File: src/rtl/lsu_pkg.sv
// lsu_pkg: FSM states, width codes and byte-enable patterns shared by
// lsu_seq and lsu_align. LSU_MISALIGN_SPLIT_EN adds the REQ2/WAIT2 states.
package lsu_pkg;

    typedef enum logic [2:0] {
        IDLE  = 3'd0,
        REQ   = 3'd1,
        WAIT  = 3'd2,
`ifdef LSU_MISALIGN_SPLIT_EN
        REQ2  = 3'd4,
        WAIT2 = 3'd5,
`endif
        DONE  = 3'd3
    } state_t;

    localparam logic [2:0] F_B  = 3'b000;
    localparam logic [2:0] F_H  = 3'b001;
    localparam logic [2:0] F_W  = 3'b010;
    localparam logic [2:0] F_BU = 3'b100;
    localparam logic [2:0] F_HU = 3'b101;

    localparam logic [3:0] BE_B = 4'b0001;
    localparam logic [3:0] BE_H = 4'b0011;
    localparam logic [3:0] BE_W = 4'b1111;

    function automatic logic funct_illegal(
        input logic       is_ld,
        input logic [2:0] f
    );
        logic bad;
        if (is_ld)
            bad = !(f inside {F_B, F_H, F_W, F_BU, F_HU});
        else
            bad = !(f inside {F_B, F_H, F_W});
        return bad;
    endfunction

    // True when the access would cross a word boundary.
    function automatic logic misaligned(
        input logic [2:0] f,
        input logic [1:0] off
    );
        logic m;
        case (f)
            F_H, F_HU: m = (off == 2'b11);
            F_W:       m = (off != 2'b00);
            default:   m = 1'b0;
        endcase
        return m;
    endfunction

endpackage

File: src/rtl/lsu_align.sv
// lsu_align: byte-lane shift, load extension and byte-enable generation.
// Ports: funct/off/wdata/rdata in; hi selects beat; be, wdata_sh, ld_data out.
module lsu_align
    import lsu_pkg::*;
(
    input  logic [2:0]  funct,
    input  logic [1:0]  off,
    input  logic        hi,
    input  logic [31:0] wdata,
    input  logic [63:0] rdata,
    output logic [3:0]  be,
    output logic [31:0] wdata_sh,
    output logic [31:0] ld_data
);

    logic [4:0]  sh;
    logic [3:0]  be_base;
    logic [7:0]  be8;
    logic [63:0] w64;
    logic [31:0] lo;

    assign sh = {off, 3'b000};

    always_comb begin
        case (funct[1:0])
            2'b00:   be_base = BE_B;
            2'b01:   be_base = BE_H;
            default: be_base = BE_W;
        endcase
    end

    // Lanes are laid out over two words so that a split access
    // simply takes the upper half on its second beat.
    assign be8      = 8'({4'b0000, be_base} << off);
    assign w64      = {32'b0, wdata} << sh;
    assign be       = hi ? be8[7:4] : be8[3:0];
    assign wdata_sh = hi ? w64[63:32] : w64[31:0];

    assign lo = 32'(rdata >> sh);

    always_comb begin
        case (funct)
            F_B:     ld_data = {{24{lo[7]}}, lo[7:0]};
            F_H:     ld_data = {{16{lo[15]}}, lo[15:0]};
            F_BU:    ld_data = {24'b0, lo[7:0]};
            F_HU:    ld_data = {16'b0, lo[15:0]};
            default: ld_data = lo;
        endcase
    end

endmodule

File: src/rtl/lsu_seq.sv
// lsu_seq: load/store sequencer between execute stage and a gnt/rvalid bus.
// Ports: memRd/memWr/funct/addr/wdata in; stall/done/err/ld_data out;
// mem_req/we/addr/be/wdata out, mem_gnt/rvalid/rdata in.
// LSU_MISALIGN_SPLIT_EN: split word-crossing accesses into two beats.
module lsu_seq
    import lsu_pkg::*;
#(
    parameter int N = 32
) (
    input  logic         clk,
    input  logic         rst_n,
    input  logic         memRd,
    input  logic         memWr,
    input  logic [2:0]   funct,
    input  logic [N-1:0] addr,
    input  logic [N-1:0] wdata,
    output logic         stall,
    output logic         done,
    output logic         err,
    output logic [N-1:0] ld_data,
    output logic         mem_req,
    output logic         mem_we,
    output logic [N-1:0] mem_addr,
    output logic [3:0]   mem_be,
    output logic [N-1:0] mem_wdata,
    input  logic         mem_gnt,
    input  logic         mem_rvalid,
    input  logic [N-1:0] mem_rdata
);

    state_t state, state_nx;

    logic [2:0]   funct_q;
    logic [N-1:0] addr_q;
    logic [N-1:0] wdata_q;
    logic         is_ld_q;

    logic         cmd;
    logic         bad;
    logic         hi;
    logic         ld_fin;
    logic [N-1:0] word_addr;
    logic [2*N-1:0] rdata64;
    logic [3:0]   be;
    logic [N-1:0] wsh;
    logic [N-1:0] ld_ext;

    // memRd wins when both commands are raised.
    assign cmd       = memRd | memWr;
    assign word_addr = {addr_q[N-1:2], 2'b00};

`ifdef LSU_MISALIGN_SPLIT_EN
    logic         split;
    logic         split_q;
    logic [N-1:0] rd1_q;

    assign bad     = funct_illegal(memRd, funct);
    assign split   = !bad && misaligned(funct, addr[1:0]);
    assign hi      = (state == REQ2);
    assign rdata64 = (state == WAIT2) ? {mem_rdata, rd1_q}
                                      : {{N{1'b0}}, mem_rdata};
    assign ld_fin  = is_ld_q && mem_rvalid &&
                     ((state == WAIT && !split_q) ||
                      state == WAIT2);
`else
    assign bad     = funct_illegal(memRd, funct) ||
                     misaligned(funct, addr[1:0]);
    assign hi      = 1'b0;
    assign rdata64 = {{N{1'b0}}, mem_rdata};
    assign ld_fin  = is_ld_q && mem_rvalid && (state == WAIT);
`endif

    lsu_align u_align (
        .funct    (funct_q),
        .off      (addr_q[1:0]),
        .hi       (hi),
        .wdata    (wdata_q),
        .rdata    (rdata64),
        .be       (be),
        .wdata_sh (wsh),
        .ld_data  (ld_ext)
    );

    always_ff @(posedge clk or negedge rst_n) begin
        if (!rst_n)
            state <= IDLE;
        else
            state <= state_nx;
    end

    always_comb begin
        state_nx  = state;
        stall     = 1'b0;
        done      = 1'b0;
        mem_req   = 1'b0;
        mem_we    = 1'b0;
        mem_addr  = '0;
        mem_be    = 4'b0000;
        mem_wdata = '0;
        case (state)
            IDLE: begin
                if (cmd) begin
                    stall    = 1'b1;
                    state_nx = bad ? DONE : REQ;
                end
            end
            REQ: begin
                stall     = 1'b1;
                mem_req   = 1'b1;
                mem_we    = !is_ld_q;
                mem_addr  = word_addr;
                mem_be    = be;
                mem_wdata = wsh;
                if (mem_gnt)
                    state_nx = WAIT;
            end
            WAIT: begin
                stall = 1'b1;
                if (mem_rvalid) begin
`ifdef LSU_MISALIGN_SPLIT_EN
                    state_nx = split_q ? REQ2 : DONE;
`else
                    state_nx = DONE;
`endif
                end
            end
`ifdef LSU_MISALIGN_SPLIT_EN
            REQ2: begin
                stall     = 1'b1;
                mem_req   = 1'b1;
                mem_we    = !is_ld_q;
                mem_addr  = word_addr + N'(4);
                mem_be    = be;
                mem_wdata = wsh;
                if (mem_gnt)
                    state_nx = WAIT2;
            end
            WAIT2: begin
                stall = 1'b1;
                if (mem_rvalid)
                    state_nx = DONE;
            end
`endif
            DONE: begin
                done     = 1'b1;
                state_nx = IDLE;
            end
            default: state_nx = IDLE;
        endcase
        // stall comes straight from memRd/memWr in IDLE, so mask it
        // while reset is held.
        if (!rst_n)
            stall = 1'b0;
    end

    always_ff @(posedge clk or negedge rst_n) begin
        if (!rst_n) begin
            funct_q <= 3'b000;
            addr_q  <= '0;
            wdata_q <= '0;
            is_ld_q <= 1'b0;
            err     <= 1'b0;
            ld_data <= '0;
`ifdef LSU_MISALIGN_SPLIT_EN
            split_q <= 1'b0;
            rd1_q   <= '0;
`endif
        end else begin
            if (state == IDLE && cmd) begin
                funct_q <= funct;
                addr_q  <= addr;
                wdata_q <= wdata;
                is_ld_q <= memRd;
                err     <= bad;
                ld_data <= '0;
`ifdef LSU_MISALIGN_SPLIT_EN
                split_q <= split;
`endif
            end
            if (ld_fin)
                ld_data <= ld_ext;
`ifdef LSU_MISALIGN_SPLIT_EN
            if (state == WAIT && mem_rvalid)
                rd1_q <= mem_rdata;
`endif
        end
    end

endmodule

File: config.mk
export PLATFORM = sky130hd
export DESIGN_NAME = lsu_seq
export DESIGN_NICKNAME = d
export VERILOG_FILES = /design/src/rtl/lsu_pkg.sv /design/src/rtl/lsu_align.sv /design/src/rtl/lsu_seq.sv
export SDC_FILE = /design/constraint.sdc
export NUM_CORES = 1
export LEC_CHECK = 0
export BUFFER_PORTS_ARGS = -buffer_cell sky130_fd_sc_hd__buf_2
export CORE_MARGIN = 10
export CORE_UTILIZATION = 49
export CTS_CLUSTER_DIAMETER = 200
export DETAILED_ROUTE_END_ITERATION = 10
export PLACE_DENSITY = 0.87
export SLEW_MARGIN = 30
export SYNTH_ARGS = -nofsm -noshare
export SYNTH_HDL_FRONTEND = slang
export SYNTH_SLANG_ARGS = --single-unit
export TNS_END_PERCENT = 50
File: constraint.sdc
create_clock -name clk -period 2.37 [get_ports clk]
set_input_delay 0.474 -clock clk [delete_from_list [all_inputs] [get_ports clk]]
set_output_delay 0.474 -clock clk [all_outputs]
set_load 0.1 [all_outputs]
After elaboration in Yosys (flattened, before gate mapping):

Index checks and enable logic that the tools add are counted.

* eq/ne operators: 15
* reduce and logical (&&, ||, !) cells: 18
* shift operators: 3
* bitwise logic cells: 1
* multiplexer cells: 20

Operators with widths (number)
* $mux 32: 4
* $pmux 32 s4: 1
* $shl 32x5->32: 1
* $shr 32x5->32: 1
* $eq 3x3->1 const B: 4
* $eq 3x1->1 const B: 3
* $eq 3x2->1 const B: 3
* $logic_not 3->1: 3
* $mux 3: 3
* $pmux 3 s3: 1
* $pmux 4 s2: 1
* $mux 1: 6
* $ne 2x2->1 const B: 3
* $reduce_bool 5->1: 1
* $mux 4: 1
* $pmux 1 s2: 2
* $reduce_bool 2->1: 2
* $reduce_or 2->1: 2
* $shl 4x2->4: 1
* $logic_and 1x1->1: 3
* $logic_not 1->1: 3
* $reduce_and 3->1: 1
* $reduce_bool 3->1: 1
* $eq 2x1->1 const B: 1
* 5 further kinds: 5

* register bits after elaboration: 104
* output and inout bits: 105
* logic and storage cells: 64
* bits of input ports: 105

Longest topological paths before layout:

Gate-level depths: netlist (run 1).

* word-level depth: 8
* gate-level depth with buffers: 7
* depth with buffers taken out: 6

By module:

From an unflattened synthesis (run 1), not the netlist that was laid out.

* cell total of the unflattened synthesis: 669
* area, all modules: 6311.1 sq um

Modules (own cells, without submodules)
* lsu_seq: cells each 466, times used 1, seq. area each 2577.5 sq um, area an instance 4430.5 sq um
* lsu_align: cells each 203, times used 1, seq. area each 0.0 sq um, area an instance 1880.6 sq um

Least setup slack after synthesis (run 1):

No wires, ideal clock.

* path type: flip-flop to output port
* start point: reg state[1]
* end point: out mem_wdata[0]
* buffers on the path: 1
* data required time: 1.896 ns
* arrival: 4.005 ns
* cell stages (with the launch flop): 7
* path slack: -2.109 ns
* cells stage by stage: dfrtp_1 > inv_1 > ha_1 > nand2b_1 > buf_1 > nor2_1 > and2_1

* cells in the longest elaborated chain, start to end: 2

RTL lines
* start: declaration: RTL line lsu_seq.sv:31 `state_t state, state_nx;`
* start signal: assignment: RTL line lsu_seq.sv:88 `state <= state_nx;`
* $eq 3x1->1: RTL line lsu_seq.sv:100 `case (state)`
* $mux 32: RTL line lsu_seq.sv:100
* end: declaration: RTL line lsu_seq.sv:25 `output logic [N-1:0] mem_wdata,`

No other way between the ends.

Final worst setup path (run 1):

* start point: reg addr_q[0]
* end point: out mem_wdata[29]

* cells in the longest elaborated chain, start to end: 2

RTL lines
* start: declaration: RTL line lsu_seq.sv:34 `logic [N-1:0] addr_q;`
* start signal: assignment: RTL line lsu_seq.sv:171 `addr_q <= addr;`
* $shl 32x5->32: RTL line lsu_align.sv:35 `assign w64 = {32'b0, wdata} << sh;`
* $mux 32: RTL line lsu_seq.sv:100

No other way between the ends.

==> impl_metrics.toml, run 1 <==
[grt]
grtUsageTotal = 0.206
grt_pass1_vias = 4841
grt-ovfl-total = 0
antenna_found_initial = 6
grt_max_degree = 104
grt_pass1_wl_mm = 26.4

[final_layout]
nNetsFinal = 789
multiInputGateArea_sq_um = 2800
layout-drive-gt1-share = 0.560
regArea_sq_um = 2580
final_cell_count_no_fill = 828
fin_area_sq_um = 7700
fill_cells = 779
syn_to_final_growth_pct = 42.7

[place]
dp_cells = 796
dpl_cell_area_sq_um = 7290
numPortBuffers = 207
gp_congestion = 0.969
dp_hpwl_mm = 12.7

[timing]
finalHoldViolCount = 0
fmax_mhz = 436
finalClockSkew_ns = 0.0125
relSlewSlack = 0.588
tightest_slew_ns = 0.617
final_max_slew_viol_count = 0
min_period_ns = 2.29
setup-violations-final = 0
finalCritPeriodShare = 0.968

[synth]
synth_top_area_cell = "dfrtp_1"
synth_ff_type = "dfrtp_1"
synthTopCellsByArea = "dfrtp_1 (48%), mux2_2 (17%), mux2i_1 (6.1%)"
syn_inst = 471
avgSynthCellArea_sq_um = 11.5
synth_top_area_share = 0.478
synth_edf_count = 0
yosysUniqueCellTypes = 36
ys_ff_latch = 103
ys_warn_count = 0
synth-async-reset-ratio = 1.00
netlist_area_sq_um = 5400
ys_seq_area_frac = 0.478

[floorplanning]
die_h_microns = 125
ios = 210
fp-row-count = 38
die-area_sq_um = 15600
floorplan.die.width_microns = 125
initial_utilization = 0.500
core_sq_um = 10800

[clocking]
cts_htree_levels = 3
cts_buffers = 9
cts.clk_slew.worst_paths_ns = 0.09
cts_tree = "done"
cts_num_sinks = 103
clk_latency_ns = 0.37
cts_buffer_depth = 2
clock-root-buffer = "clkbuf_8"

[run_status]
outcome = "complete, no violations"

[critical_path]
cp_common_cell = "buf_12"
critPathKind = "register to output port"
cp.arrival_ns = 1.82
required_ns = 1.90
cp-end-kind = "output port"
cp_slowest_stage_delay_ns = 0.48
cp_max_fo = 18
path_cells = "buf_12 -> mux2_2 -> o211a_2 -> buf_12"
startpoint_type = "register"
crit_slowest_cell = "dfrtp_4"

[run]
max-cap-violations = 0

[route]
wire_per_inst_microns = 20.3
wl_mm = 16.8
drcViolationCount = 0
ant_nets = 0
vias = 4582
via_per_inst = 5.53
firstDrtPassIters = 4
drtIter0Drc = 376

[hold_path]
worstHoldPathType = "input pin to asynchronous set/reset pin"
==> per-layer routing <==
layer | up-vias | wire length (microns) | track usage | share of wire
met1 | 2265 | 6380 | 0.232 | 0.38
met5 | - | 44 | 0 | 0.0026
met4 | 6 | 367 | 0.0671 | 0.022
li1 | 2097 | - | - | -
met2 | 183 | 8410 | 0.347 | 0.50
met3 | 31 | 1570 | 0.0862 | 0.094
==> Yosys cell counts (2+ instances only) <==
| master | instances |
|---|---|
| dfrtp_1 | 103 |
| mux2_2 | 83 |
| and2_1 | 46 |
| mux2i_1 | 33 |
| o21ai_0 | 30 |
| nand2_1 | 28 |
| clkbuf_1 | 21 |
| a221o_1 | 17 |
| nor2_1 | 14 |
| a21oi_1 | 10 |
| nand3_1 | 9 |
| a22o_1 | 8 |
| buf_1 | 8 |
| o211a_1 | 8 |
| nand3b_1 | 7 |
| buf_2 | 6 |
| nor2b_1 | 6 |
| ha_1 | 4 |
| o21a_1 | 4 |
| inv_1 | 3 |
| nand2b_1 | 3 |
| buf_4 | 2 |
| buf_6 | 2 |
| mux4_2 | 2 |
| nor3b_2 | 2 |
| o31ai_1 | 2 |
==> area by class of cell <==
| class | instances | share of cell area |
|---|---|---|
| sequential | 103 | 0.336 |
| multi-input combinational | 328 | 0.363 |
| antenna | 4 | 0.00130 |
| clock inverter | 2 | 0.00211 |
| clock buffer | 13 | 0.0206 |
| tap | 140 | 0.0227 |
| inverter | 3 | 0.00146 |
| timing repair buffer | 235 | 0.253 |
==> cells by family after synthesis <==
kind of cell,count (synthesis),share of synthesized area
fa+ha+maj,4,0.00927
flops,103,0.478
other cells,1,0.000695
simple gates,120,0.125
mux,118,0.243
compound gates,83,0.110
buf+inv,42,0.0348
==> repair_timing <==
| action | CTS | global route |
|---|---|---|
| buffers inserted | 5 | 7 |
| cloned | 1 | 0 |
| pin swaps | 1 | 0 |
| hold endpoints to repair | 0 | 0 |
| hold buffers | 0 | 0 |
| resized for setup | 2 | 41 |
| setup endpoints to repair | 53 | 53 |
==> registers in the layout (all words and copies together), names as in the netlist <==
signal	flops
addr_q	32
err	1
funct_q	3
is_ld_q	1
ld_data	32
state	2
wdata_q	32
==> through the flow <==
step | utilization | hold WS [ns] | setup WS (ns) | setup TNS, ns
after detailed placement | 0.675 | 0.488 | 0.274 | 0
final | 0.713 | 0.189 | 0.0756 | 0
after global routing | 0.713 | 0.211 | -0.00455 | -0.00793
after CTS | 0.696 | 0.220 | 0.00678 | 0
after floorplan | - | 0.178 | -0.240 | -3.61
after global placement | 0.675 | 0.479 | 0.303 | 0
==> critical path, delay by kind of cell, from the launching register on <==
kind | cells | cell delay (ns)
muxes | 1 | 0.35
buffers and inverters | 2 | 0.35
DFF | 1 | 0.48
AOI/OAI and AO/OA | 1 | 0.26
==> final timing paths <==
kind                            startpoint       endpoint  slack [ns]  depth (start not counted)
worst max-delay path             addr_q[0]  mem_wdata[29]        0.08                          4
min in group clk                  wdata[2]     wdata_q[2]        0.33                          2
worst min register to register   addr_q[4]      addr_q[4]        0.51                          1
max in group asynchronous            rst_n      addr_q[0]        1.71                          2
worst min-delay path                 rst_n     addr_q[26]        0.19                          2
worst max register to register   addr_q[0]    ld_data[29]        0.10                          8
==> cells in the final DEF (no fill, tap or decap), types with 8 or more instances in the layout <==
cell and instances:
clkbuf_4 30, and2_4 9, buf_2 138, clkbuf_8 11
mux2i_1 30, nand3_1 9, buf_4 22, a22o_1 8
mux2_2 83, buf_12 42, a221o_1 17, nor2_2 9
dfrtp_1 100, nand2_1 28, a21oi_1 10, and2_1 35
o21ai_0 30
Power of run 1 is left out: the tool's default activity adds up to more than one toggle a clock period on the data nets, which glitch-free logic cannot reach.
==> inputs of run 2 (changes only) <==
--- a/config.mk
+++ b/config.mk
@@ -6,7 +6,7 @@
 export NUM_CORES = 1
 export LEC_CHECK = 0
 export BUFFER_PORTS_ARGS = -buffer_cell sky130_fd_sc_hd__buf_2
-export CORE_MARGIN = 10
+export CORE_ASPECT_RATIO = 0.5
 export CORE_UTILIZATION = 49
 export CTS_CLUSTER_DIAMETER = 200
 export DETAILED_ROUTE_END_ITERATION = 10
==> impl_metrics.toml, run 2 (same netlist as run 1, synthesis figures left out) <==
[critical_path]
cp_slowest_stage_delay_ns = 0.42
crit_slowest_cell = "dfrtp_2"
critPathKind = "register to output port"
crit_family = "buffers and inverters"
startpoint_type = "register"
required_ns = 1.90
cp-end-kind = "output port"
path_cells = "buf_12 -> nor2b_1 -> buf_4 -> nand2_1 -> o21ai_0 -> and2_1 -> buf_12"
cp.arrival_ns = 1.84
cp_common_cell = "buf_12"
cp_max_fo = 30
path_buf_inv = 3

[floorplanning]
initial_utilization = 0.517
ios = 210
fp-row-count = 26
floorplan.die.width_microns = 150
die-area_sq_um = 11500
die_h_microns = 76.2
core_sq_um = 10400

[clocking]
cts_num_sinks = 103
clock-root-buffer = "clkbuf_16"
cts_buffers = 9
cts_htree_levels = 3
cts_buffer_depth = 2
cts_tree = "done"
cts.clk_slew.worst_paths_ns = 0.07
clk_latency_ns = 0.34

[place]
gp_congestion = 0.880
numPortBuffers = 207
dp_hpwl_mm = 10.9

[final_layout]
diodes = 0
nNetsFinal = 782
fill_cells = 726
syn_to_final_growth_pct = 40.7
most-common-layout-cells = "buf_2 (147), dfrtp_1 (101), mux2_2 (83)"
top_regs = "addr_q (32), ld_data (32), wdata_q (32)"
layout-drive-gt1-share = 0.550
layout_commonest_cell = "buf_2"
fin_util = 0.727

[timing]
final_max_slew_viol_count = 0
finalClockSkew_ns = 0.00710
setup-violations-final = 0
min_period_ns = 2.31
finalCritPeriodShare = 0.976
relSlewSlack = 0.586
grt_setup_unrepaired = "true"
finalHoldViolCount = 0
tightest_slew_ns = 0.620
fmax_mhz = 432

[route]
wire_per_inst_microns = 18.2
via_per_inst = 5.52
drtIter0Drc = 242
vias = 4512
ant_nets = 0
firstDrtPassIters = 4
drcViolationCount = 0
wl_mm = 14.9

[grt]
grt_pass1_wl_mm = 23.4
grt_max_degree = 104
grtUsageTotal = 0.264
grt-ovfl-total = 0
antenna_found_initial = 0
grt_pass1_vias = 4702

[run_status]
outcome = "complete, no violations"

[hold_path]
worstHoldPathType = "input pin to asynchronous set/reset pin"

[run]
max-cap-violations = 0
[run 2: path summary, 6_finish.rpt]
path	start	to	slack (ns)	cells after the start
max	addr_q[0]	mem_wdata[16]	0.06	7
min	rst_n	addr_q[22]	0.22	2
max reg2reg	addr_q[1]	ld_data[24]	0.37	5
min reg2reg	ld_data[23]	ld_data[23]	0.48	1
max in group asynchronous	rst_n	addr_q[0]	1.73	2
min in group clk	addr[24]	addr_q[24]	0.36	2
[run 2: cell type report]
cell class | count | area (sq um) | share of cell area
inverters | 3 | 11.3 | 0.00148
clock buffers | 10 | 229 | 0.0302
well taps | 140 | 175 | 0.0231
flip-flops and latches | 103 | 2580 | 0.340
multi-input cells | 328 | 2780 | 0.365
repair buffers | 228 | 1760 | 0.231
clock inverters | 6 | 66.3 | 0.00873
[run 2: layer usage]
layer,up-vias,track usage,part of all wire
met5,-,0,0
li1,2078,-,-
met4,0,0.0737,0.019
met1,2264,0.304,0.40
met3,24,0.0635,0.052
met2,146,0.484,0.53
[run 2: timing repair]
item	in CTS	in global routing
buffers inserted	1	3
endpoints found under the setup margin	26	41
hold buffers	0	0
gates cloned	0	1
resized for setup	17	16
pin swaps	1	1
[run 2: through the flow]
stage	TNS, ns	hold WS, ns	area [sq um]	instances	setup slack (ns)
5_1_grt	-0.110	0.277	7590	818	-0.0394
4_1_cts	0	0.261	7520	814	0.000683
3_5_place_dp	0	0.472	7180	797	0.294
2_1_floorplan	-3.61	0.178	5520	472	-0.240
3_3_place_gp	0	0.465	7180	797	0.327
6_report	0	0.221	7590	818	0.0577
Power of run 2 is left out for the same reason.
